File: src/rtl/fir_mac.sv
// ---------------------------------------------------------------------------
// fir_mac
//   Four-tap FIR filter built around a single 16x16 multiplier. Each accepted
//   sample runs one multiply-accumulate per tap (taps 0 and 2 add, taps 1 and
//   3 subtract). The signed sum is then saturated to 17 bits and registered
//   as the result.
//
//   A sample is accepted only in IDLE. The FSM walks
//   IDLE -> MAC0 -> MAC1 -> MAC2 -> MAC3 -> DONE -> IDLE. That gives one
//   result every 6 cycles. A new sample can be accepted in the same cycle
//   that result_valid is high.
//
// Ports
//   clk          in   1   rising-edge clock
//   rst          in   1   synchronous active-high reset
//   sample_valid in   1   new sample offered this cycle (honoured in IDLE only)
//   sample_data  in  16   unsigned sample
//   load_coeff   in   1   coefficient write strobe (honoured in IDLE only)
//   coeff_addr   in   2   coefficient index 0..3
//   coeff_data   in  16   unsigned 0.16 fractional coefficient
//   busy         out  1   FSM not in IDLE (combinational)
//   result_valid out  1   one-cycle pulse after the DONE edge
//   result       out 17   saturated two's-complement filter output
//   overflow_err out  1   last result was clipped
// ---------------------------------------------------------------------------
module fir_mac (
  input  logic        clk,
  input  logic        rst,
  input  logic        sample_valid,
  input  logic [15:0] sample_data,
  input  logic        load_coeff,
  input  logic [1:0]  coeff_addr,
  input  logic [15:0] coeff_data,
  output logic        busy,
  output logic        result_valid,
  output logic [16:0] result,
  output logic        overflow_err
);

  typedef enum logic [2:0] {
    S_IDLE,
    S_MAC0,
    S_MAC1,
    S_MAC2,
    S_MAC3,
    S_DONE
  } state_t;

  state_t              r_state;
  state_t              w_state_next;

  logic [15:0]         r_coeff [4];
  logic [15:0]         r_x     [4];
  logic signed [17:0]  r_acc;
  logic [16:0]         r_result;
  logic                r_result_valid;
  logic                r_overflow_err;

  logic [15:0]         w_tap_x;
  logic [15:0]         w_tap_c;
  logic                w_tap_sub;
  logic [31:0]         w_prod;
  logic [15:0]         w_p;
  logic signed [17:0]  w_p_ext;
  logic signed [17:0]  w_acc_mac;
  logic                w_clip_pos;
  logic                w_clip_neg;
  logic [16:0]         w_sat;

  // ------------------------------------------------------------------------
  // State register
  // ------------------------------------------------------------------------
  always_ff @(posedge clk) begin
    if (rst) begin
      r_state <= S_IDLE;
    end else begin
      r_state <= w_state_next;
    end
  end

  // ------------------------------------------------------------------------
  // Next-state logic
  // ------------------------------------------------------------------------
  always_comb begin
    w_state_next = r_state;
    case (r_state)
      S_IDLE:  if (sample_valid) w_state_next = S_MAC0;
      S_MAC0:  w_state_next = S_MAC1;
      S_MAC1:  w_state_next = S_MAC2;
      S_MAC2:  w_state_next = S_MAC3;
      S_MAC3:  w_state_next = S_DONE;
      S_DONE:  w_state_next = S_IDLE;
      default: w_state_next = S_IDLE;
    endcase
  end

  // ------------------------------------------------------------------------
  // Tap selection: the current MAC state picks the sample/coefficient pair.
  // Odd taps subtract.
  // ------------------------------------------------------------------------
  always_comb begin
    w_tap_x   = '0;
    w_tap_c   = '0;
    w_tap_sub = 1'b0;
    case (r_state)
      S_MAC0: begin
        w_tap_x = r_x[0];
        w_tap_c = r_coeff[0];
      end
      S_MAC1: begin
        w_tap_x   = r_x[1];
        w_tap_c   = r_coeff[1];
        w_tap_sub = 1'b1;
      end
      S_MAC2: begin
        w_tap_x = r_x[2];
        w_tap_c = r_coeff[2];
      end
      S_MAC3: begin
        w_tap_x   = r_x[3];
        w_tap_c   = r_coeff[3];
        w_tap_sub = 1'b1;
      end
      default: ;
    endcase
  end

  // The coefficient is 0.16 fractional, so the top half of the product is
  // the scaled tap contribution.
  assign w_prod    = w_tap_x * w_tap_c;
  assign w_p       = 16'(w_prod >> 16);
  assign w_p_ext   = $signed({2'b00, w_p});
  assign w_acc_mac = w_tap_sub ? (r_acc - w_p_ext) : (r_acc + w_p_ext);

  // ------------------------------------------------------------------------
  // Saturation to 17-bit signed [-65536, 65535]
  // ------------------------------------------------------------------------
  assign w_clip_pos = (r_acc > 18'sd65535);
  assign w_clip_neg = (r_acc < -18'sd65536);

  always_comb begin
    w_sat = r_acc[16:0];
    if (w_clip_pos) begin
      w_sat = 17'h0FFFF;
    end else if (w_clip_neg) begin
      w_sat = 17'h10000;
    end
  end

  // ------------------------------------------------------------------------
  // Datapath registers
  // ------------------------------------------------------------------------
  always_ff @(posedge clk) begin
    if (rst) begin
      for (int unsigned i = 0; i < 4; i++) begin
        r_coeff[i] <= '0;
        r_x[i]     <= '0;
      end
      r_acc          <= '0;
      r_result       <= '0;
      r_result_valid <= 1'b0;
      r_overflow_err <= 1'b0;
    end else begin
      r_result_valid <= 1'b0;
      case (r_state)
        S_IDLE: begin
          // A coefficient write and a sample acceptance on the same edge both
          // land. The MAC pass starts next cycle, so it sees the new value.
          if (load_coeff) begin
            r_coeff[coeff_addr] <= coeff_data;
          end
          if (sample_valid) begin
            r_x[3] <= r_x[2];
            r_x[2] <= r_x[1];
            r_x[1] <= r_x[0];
            r_x[0] <= sample_data;
            r_acc  <= '0;
          end
        end
        S_MAC0, S_MAC1, S_MAC2, S_MAC3: begin
          r_acc <= w_acc_mac;
        end
        S_DONE: begin
          r_result       <= w_sat;
          r_overflow_err <= w_clip_pos | w_clip_neg;
          r_result_valid <= 1'b1;
        end
        default: ;
      endcase
    end
  end

  assign busy         = (r_state != S_IDLE);
  assign result_valid = r_result_valid;
  assign result       = r_result;
  assign overflow_err = r_overflow_err;

endmodule
File: config.mk
export PLATFORM = sky130hd
export DESIGN_NAME = fir_mac
export DESIGN_NICKNAME = d
export VERILOG_FILES = /design/src/rtl/fir_mac.sv
export SDC_FILE = /design/constraint.sdc
export NUM_CORES = 1
export LEC_CHECK = 0
export ABC_CLOCK_PERIOD_IN_PS = 20900
export BUFFER_PORTS_ARGS = -buffer_cell sky130_fd_sc_hd__buf_4
export CELL_PAD_IN_SITES_DETAIL_PLACEMENT = 1
export CELL_PAD_IN_SITES_GLOBAL_PLACEMENT = 2
export CORE_ASPECT_RATIO = 0.6
export CORE_MARGIN = 2
export CORE_UTILIZATION = 30
export DETAILED_ROUTE_END_ITERATION = 12
export PLACE_DENSITY_LB_ADDON = 0.08
export SYNTH_ARGS = -nofsm -noshare
export SYNTH_HDL_FRONTEND = slang
export SYNTH_SLANG_ARGS = --single-unit
File: constraint.sdc
create_clock -name clk -period 20.9 [get_ports clk]
set_input_delay 3.135 -clock clk [delete_from_list [all_inputs] [get_ports clk]]
set_output_delay 3.135 -clock clk [all_outputs]
set_load 0.01 [all_outputs]
After elaboration in Yosys (flattened, before gate mapping). Memories as Yosys holds them, arrays and structs flattened. Cells that the tools add are included.

Logic and storage cells: 58. Memories: 2. Register bits after elaboration: 40. Output and inout port bits: 20. Bits in writable memories: 128. Bits of input ports: 38.

Bitwise logic cells: 5. Reduce and logical (&&, ||, !) cells: 7. Order comparisons: 2. Eq/ne operators: 6. Multipliers: 1. Multiplexer cells: 28. Add/sub/neg operators: 2.

Memory list: r_coeff (depth 4, bits a word 16, rd ports 4, clocked after memory_dff 0, wr ports 4, RTL line 52) `logic [15:0] r_coeff [4];`; r_x (depth 4, bits a word 16, rd ports 4, clocked after memory_dff 0, wr ports 4, RTL line 53) `logic [15:0] r_x [4];`.

Operators with widths (number): 16-bit case mux with 4 select lines (2); 16-bit two-way mux (5); 18-bit two-way mux (2); 18-bit case mux with 2 select lines (1); 17-bit two-way mux (2); 16-bit by 16-bit multiplier with 32-bit output (1); 18-bit by 17-bit adder with 18-bit output (1); 18-bit by 17-bit greater-than comparator with 1-bit output, second input constant (1); 18-bit by 17-bit less-than comparator with 1-bit output, second input constant (1); 18-bit by 17-bit subtractor with 18-bit output (1); 16-bit OR reduction (1); 3-bit case mux with 5 select lines (1); 1-bit two-way mux (13); 3-bit by 2-bit == test with 1-bit output, second input constant (2); 3-bit == test, second input constant (2); 1-bit bitwise OR (5); 4-bit OR reduction (1); 3-bit by 1-bit == test with 1-bit output, second input constant (1); 3-bit logical NOT (1); 3-bit two-way mux (1); 3-bit nonzero test (1); 2-bit two-way mux (1); 2-bit != test, second input constant (1); 2-bit AND reduction (1); other kinds (2) (2).

Longest topological paths before layout.
Depth after elaboration: 6. Depth in mapped cells: 48. Gate-level depth less buffers: 44.

Worst setup path before layout. Ideal clock, no wire load.

Path kind: reg2reg. Start: reg r_state[0]. End: reg r_acc[17]. Arrival: 10.593 ns. Setup time: 0.074 ns. Slack: 10.233 ns. Required time: 20.826 ns. Cell stages (with the launch flop): 47. Cell sequence: dfxtp_1 -> clkbuf_1 -> nor3_1 -> inv_1 -> and2_1 -> and3_1 -> clkbuf_1 -> clkbuf_1 -> a22o_1 -> a221oi_1 -> nor2_1 -> fa_1 -> inv_1 -> fa_1 -> fa_1 -> fa_1 -> inv_1 -> fa_1 -> [11 not listed] -> xor2_1 -> inv_1 -> ha_1 -> inv_1 -> nor4_1 -> nor2_1 -> xnor2_1 -> ha_1 -> nor4_1 -> inv_1 -> o21ai_0 -> o211ai_1 -> a31oi_1 -> o21a_1 -> and2_1 -> nand4_1 -> a311o_1 -> a31oi_1.

Cells in the longest elaborated chain, start to end: 6. Elaborated cells on any way between the ends: 18. Those cells by class: add/sub: 2; mul: 1; eq/ne: 5; mux: 5; reduce/logical: 5.

RTL lines: from (decl) (RTL line 49) `state_t r_state;`; from (signal assigned) (RTL line 77) `r_state <= w_state_next;`; 3-bit == test (tied with other cells) (RTL line 105, 165); 16-bit case mux with 4 select lines (RTL line 105) `case (r_state)`; 16-bit by 16-bit multiplier with 32-bit output (RTL line 130) `assign w_prod = w_tap_x * w_tap_c;`; 18-bit by 17-bit adder with 18-bit output or 18-bit by 17-bit subtractor with 18-bit output (tied branches) (RTL line 133) `assign w_acc_mac = w_tap_sub ? (r_acc - w_p_ext) : (r_acc + w_p_ext);`; 18-bit two-way mux (RTL line 133); 18-bit case mux with 2 select lines (RTL line 165) `case (r_state)`; to (signal assigned) (RTL line 181) `r_acc <= w_acc_mac;`; to (decl) (RTL line 54) `logic signed [17:0] r_acc;`.

Parallel ways exist; a longest one is shown, timed or not. A chain may end at the register's enable or synchronous reset.

Worst setup path in the final report.
Start: reg r_state[1]. End: reg r_acc[17].

The elaborated chain is that of the path after synthesis.

==> results_dict.tcl <==
set metrics [dict create \
    portBuffers 57 \
    top_usage_layer "met1" \
    drtIter0Drc 737 \
    worstPathRequired_ns 21.27 \
    synth_top_area_share_pct 23.4 \
    fin_ws_ns 7.85 \
    place_ws_ns 7.55 \
    num_io_pins 58 \
    worstSetupPathType "reg2reg" \
    rr_endpoint "r_acc[17]" \
    reg2regPathDepth 45 \
    totalWireLength_mm 55.8 \
    track_usage_pct 20.2 \
    crit_path_start "r_state[1]" \
    synthCells 1717 \
    cts_hold_buffers 0 \
    gr-usage-met3_pct 2.83 \
    n_fill_cell 6135 \
    antenna_left 0 \
    crit_top_cell "inv_1" \
    drc_errors 0 \
    synth_most_common_cell "inv_1" \
    status "finished, final reports clean" \
    grt-ovfl-total 0 \
    first_pass_iters 5 \
    r2r-start "r_state[1]" \
    period_minus_slack_ns 13.05 \
    reg2reg_slack_ns 7.85 \
    initial_core_util_pct 30.5 \
    syn-cell-area_sq_mm 0.0166 \
    area_growth_pct 12.7 \
    fp.dieW_um 308 \
    antenna_found_initial 0 \
    holdWs_ns 0.462 \
    slew_headroom_pct 16.7 \
    yosysUniqueCellTypes 67 \
    setup_violations 0 \
    numClockSinks 168 \
    post_drt_wl_per_cell_um 22.4 \
    layout-drive-gt1-share_pct 9.33 \
    grt_pass1_vias 13000 \
    clkTransAtPathRegs_ns 0.07 \
    max-clock-path-buffers 2 \
    grt.met1_usage_pct 33.6 \
    tritoncts "built" \
    syn_area_per_cell_sq_um 9.67 \
    ys.flop_type "edfxtp_1" \
    htree_num_levels 4 \
    seq_area_frac_synth_pct 28.0 \
    viasPerCell 5.06 \
    crit_path_end "r_acc[17]" \
    synth_area_leaders "fa_1 23%, edfxtp_1 23%, ha_1 9.0%, inv_1 5.7%, and2_1 5.5%" \
    fp-row-count 66 \
    finish.net_count 2117 \
    post_cts_buffers 0 \
    cts_resized 0 \
    maxSlewViolCount 0 \
    fin_tns_setup_ns 0 \
    path_max_fanout 52 \
    die_area_sq_mm 0.0573 \
    rsz0062_at_grt "false" \
    crit_path_top_delay_cell "a221oi_1" \
    ir_worst_vdd_uv 49.2 \
    yosysTopAreaCell "fa_1" \
    cpPeakStageDelay_ns 0.97 \
    hp-class "reg2reg" \
    final_area_sq_mm 0.0187 \
    vias 12600 \
    syn_nets 2068 \
    synth-seq-cells 168 \
    grt_start_max_net_pins 65 \
    fin_skew_ns 0.0147 \
    cap_violations 0 \
    synth_edf_count 128 \
    die_h_um 186 \
    async_reset_ff_share_pct 0 \
    leakagePower_uw 0.00833 \
    period_share_pct 62.4 \
    p_per_area_mw_per_mm2 88.4 \
    ys_warn_count 0 \
    critPathLaunchType "register" \
    max_freq_ghz 0.0766 \
    coreArea_sq_mm 0.0544 \
    arrival_ns 13.42 \
    num_antenna_cells 0 \
    dp_hpwl_mm 43.9 \
    place_area_sq_mm 0.0181 \
    clockRootBuffer "clkbuf_16" \
    clock_latency_ns 0.46 \
    end_kind "register" \
    tightest_slew_ns 1.25 \
    place.gp.congestion 0.814 \
    finalHoldViolCount 0 \
    cts_buffers 17 \
    grt_use_met2_pct 27.0 \
    synth_common_cells "252 x inv_1, 194 x fa_1, 184 x nor2_1, 165 x nand2_1, 145 x and2_1" \
    grt_pass1_wl_mm 85.0 \
]
[metal layers]
| metal | share of wire (%) | wire length, um | vias up |
|---|---|---|---|
| met3 | 3.6 | 1990 | 23 |
| met4 | 0.79 | 441 | 0 |
| met5 | 0 | 0 | - |
| met2 | 38 | 21300 | 184 |
| li1 | - | - | 5823 |
| met1 | 57 | 32000 | 6583 |
[cells by family after synthesis]
kind of cell / Yosys count / synth area share, %
adder cells (fa/ha/maj): 313 / 32.4
buffers and inverters: 320 / 7.30
multiplexers: 9 / 0.603
AND/OR/NAND/NOR: 598 / 17.2
AO/OA/AOI/OAI: 271 / 12.6
flip-flops: 168 / 28.0
XOR/XNOR: 38 / 2.01
[worst max-delay path, delay by kind of cell, from the launching register on]
kind | cells | cell delay (ns)
compound gates | 12 | 4.01
xor+xnor | 2 | 0.26
fa+ha+maj | 9 | 3.69
buf+inv | 9 | 1.22
flops | 1 | 0.79
simple gates | 13 | 2.99
[layout make-up]
type,count,area (sq um),area share (%)
tap,714,893,4.78
timing repair buffer,98,733,3.92
sequential,168,4640,24.8
clock buffer,18,429,2.30
inverter,252,946,5.06
multi-input combinational,1229,10800,58.0
clock inverter,14,214,1.14
[worst min path at each step]
stage          slack (ns)  cells past startpoint         end       start
2_1_floorplan        0.47                      2   r_acc[14]   r_acc[14]
3_3_place_gp         0.45                      2  result[16]  result[16]
3_5_place_dp         0.46                      2  result[16]  result[16]
4_1_cts              0.47                      2  result[16]  result[16]
5_1_grt              0.49                      2  result[16]  result[16]
6_report             0.46                      2  result[16]  result[16]
[stage by stage]
| stage | total power, uW | std cells | utilization, % |
|---|---|---|---|
| 2_1_floorplan | 1010 | 1717 | - |
| 3_3_place_gp | 1290 | 2460 | 33.2 |
| 3_5_place_dp | 1300 | 2460 | 33.2 |
| 4_1_cts | 1670 | 2492 | 34.4 |
| 5_1_grt | 1780 | 2493 | 34.4 |
| 6_report | 1650 | 2493 | 34.4 |
[power breakdown]
group	leakage, uW	internal [uW]	total (uW)	switching (uW)
Sequential	0.00168	399	437	38.0
Combinational	0.00634	321	861	540
Clock	0.000309	204	357	152
[cells in the final DEF, fill, tap and decap left out, types with 5 or more instances in the layout]
master and count:
a211oi_1 17, a21o_1 14, a21oi_1 52, a221o_1 26, a221oi_1 18, a221oi_2 8, a22o_1 28, a22oi_1 8
a31oi_1 9, and2_1 145, and3_1 6, buf_4 97, clkbuf_16 17, dfxtp_1 40, edfxtp_1 128, fa_1 194
ha_1 119, inv_1 252, mux2i_1 7, nand2_1 165, nand2b_1 10, nand3_1 15, nor2_1 182, nor2b_1 6
nor3_1 29, o211ai_1 6, o21a_1 5, o21ai_0 34, o21bai_1 6, or2_2 8, or3_1 7, xnor2_1 23
xor2_1 15
[registers in the layout, indices dropped and copies added, names as in the netlist]
name,count
result,17
r_x,64
result_valid,1
overflow_err,1
r_acc,18
r_coeff,64
r_state,3
Power figures use the tool's default switching activity.
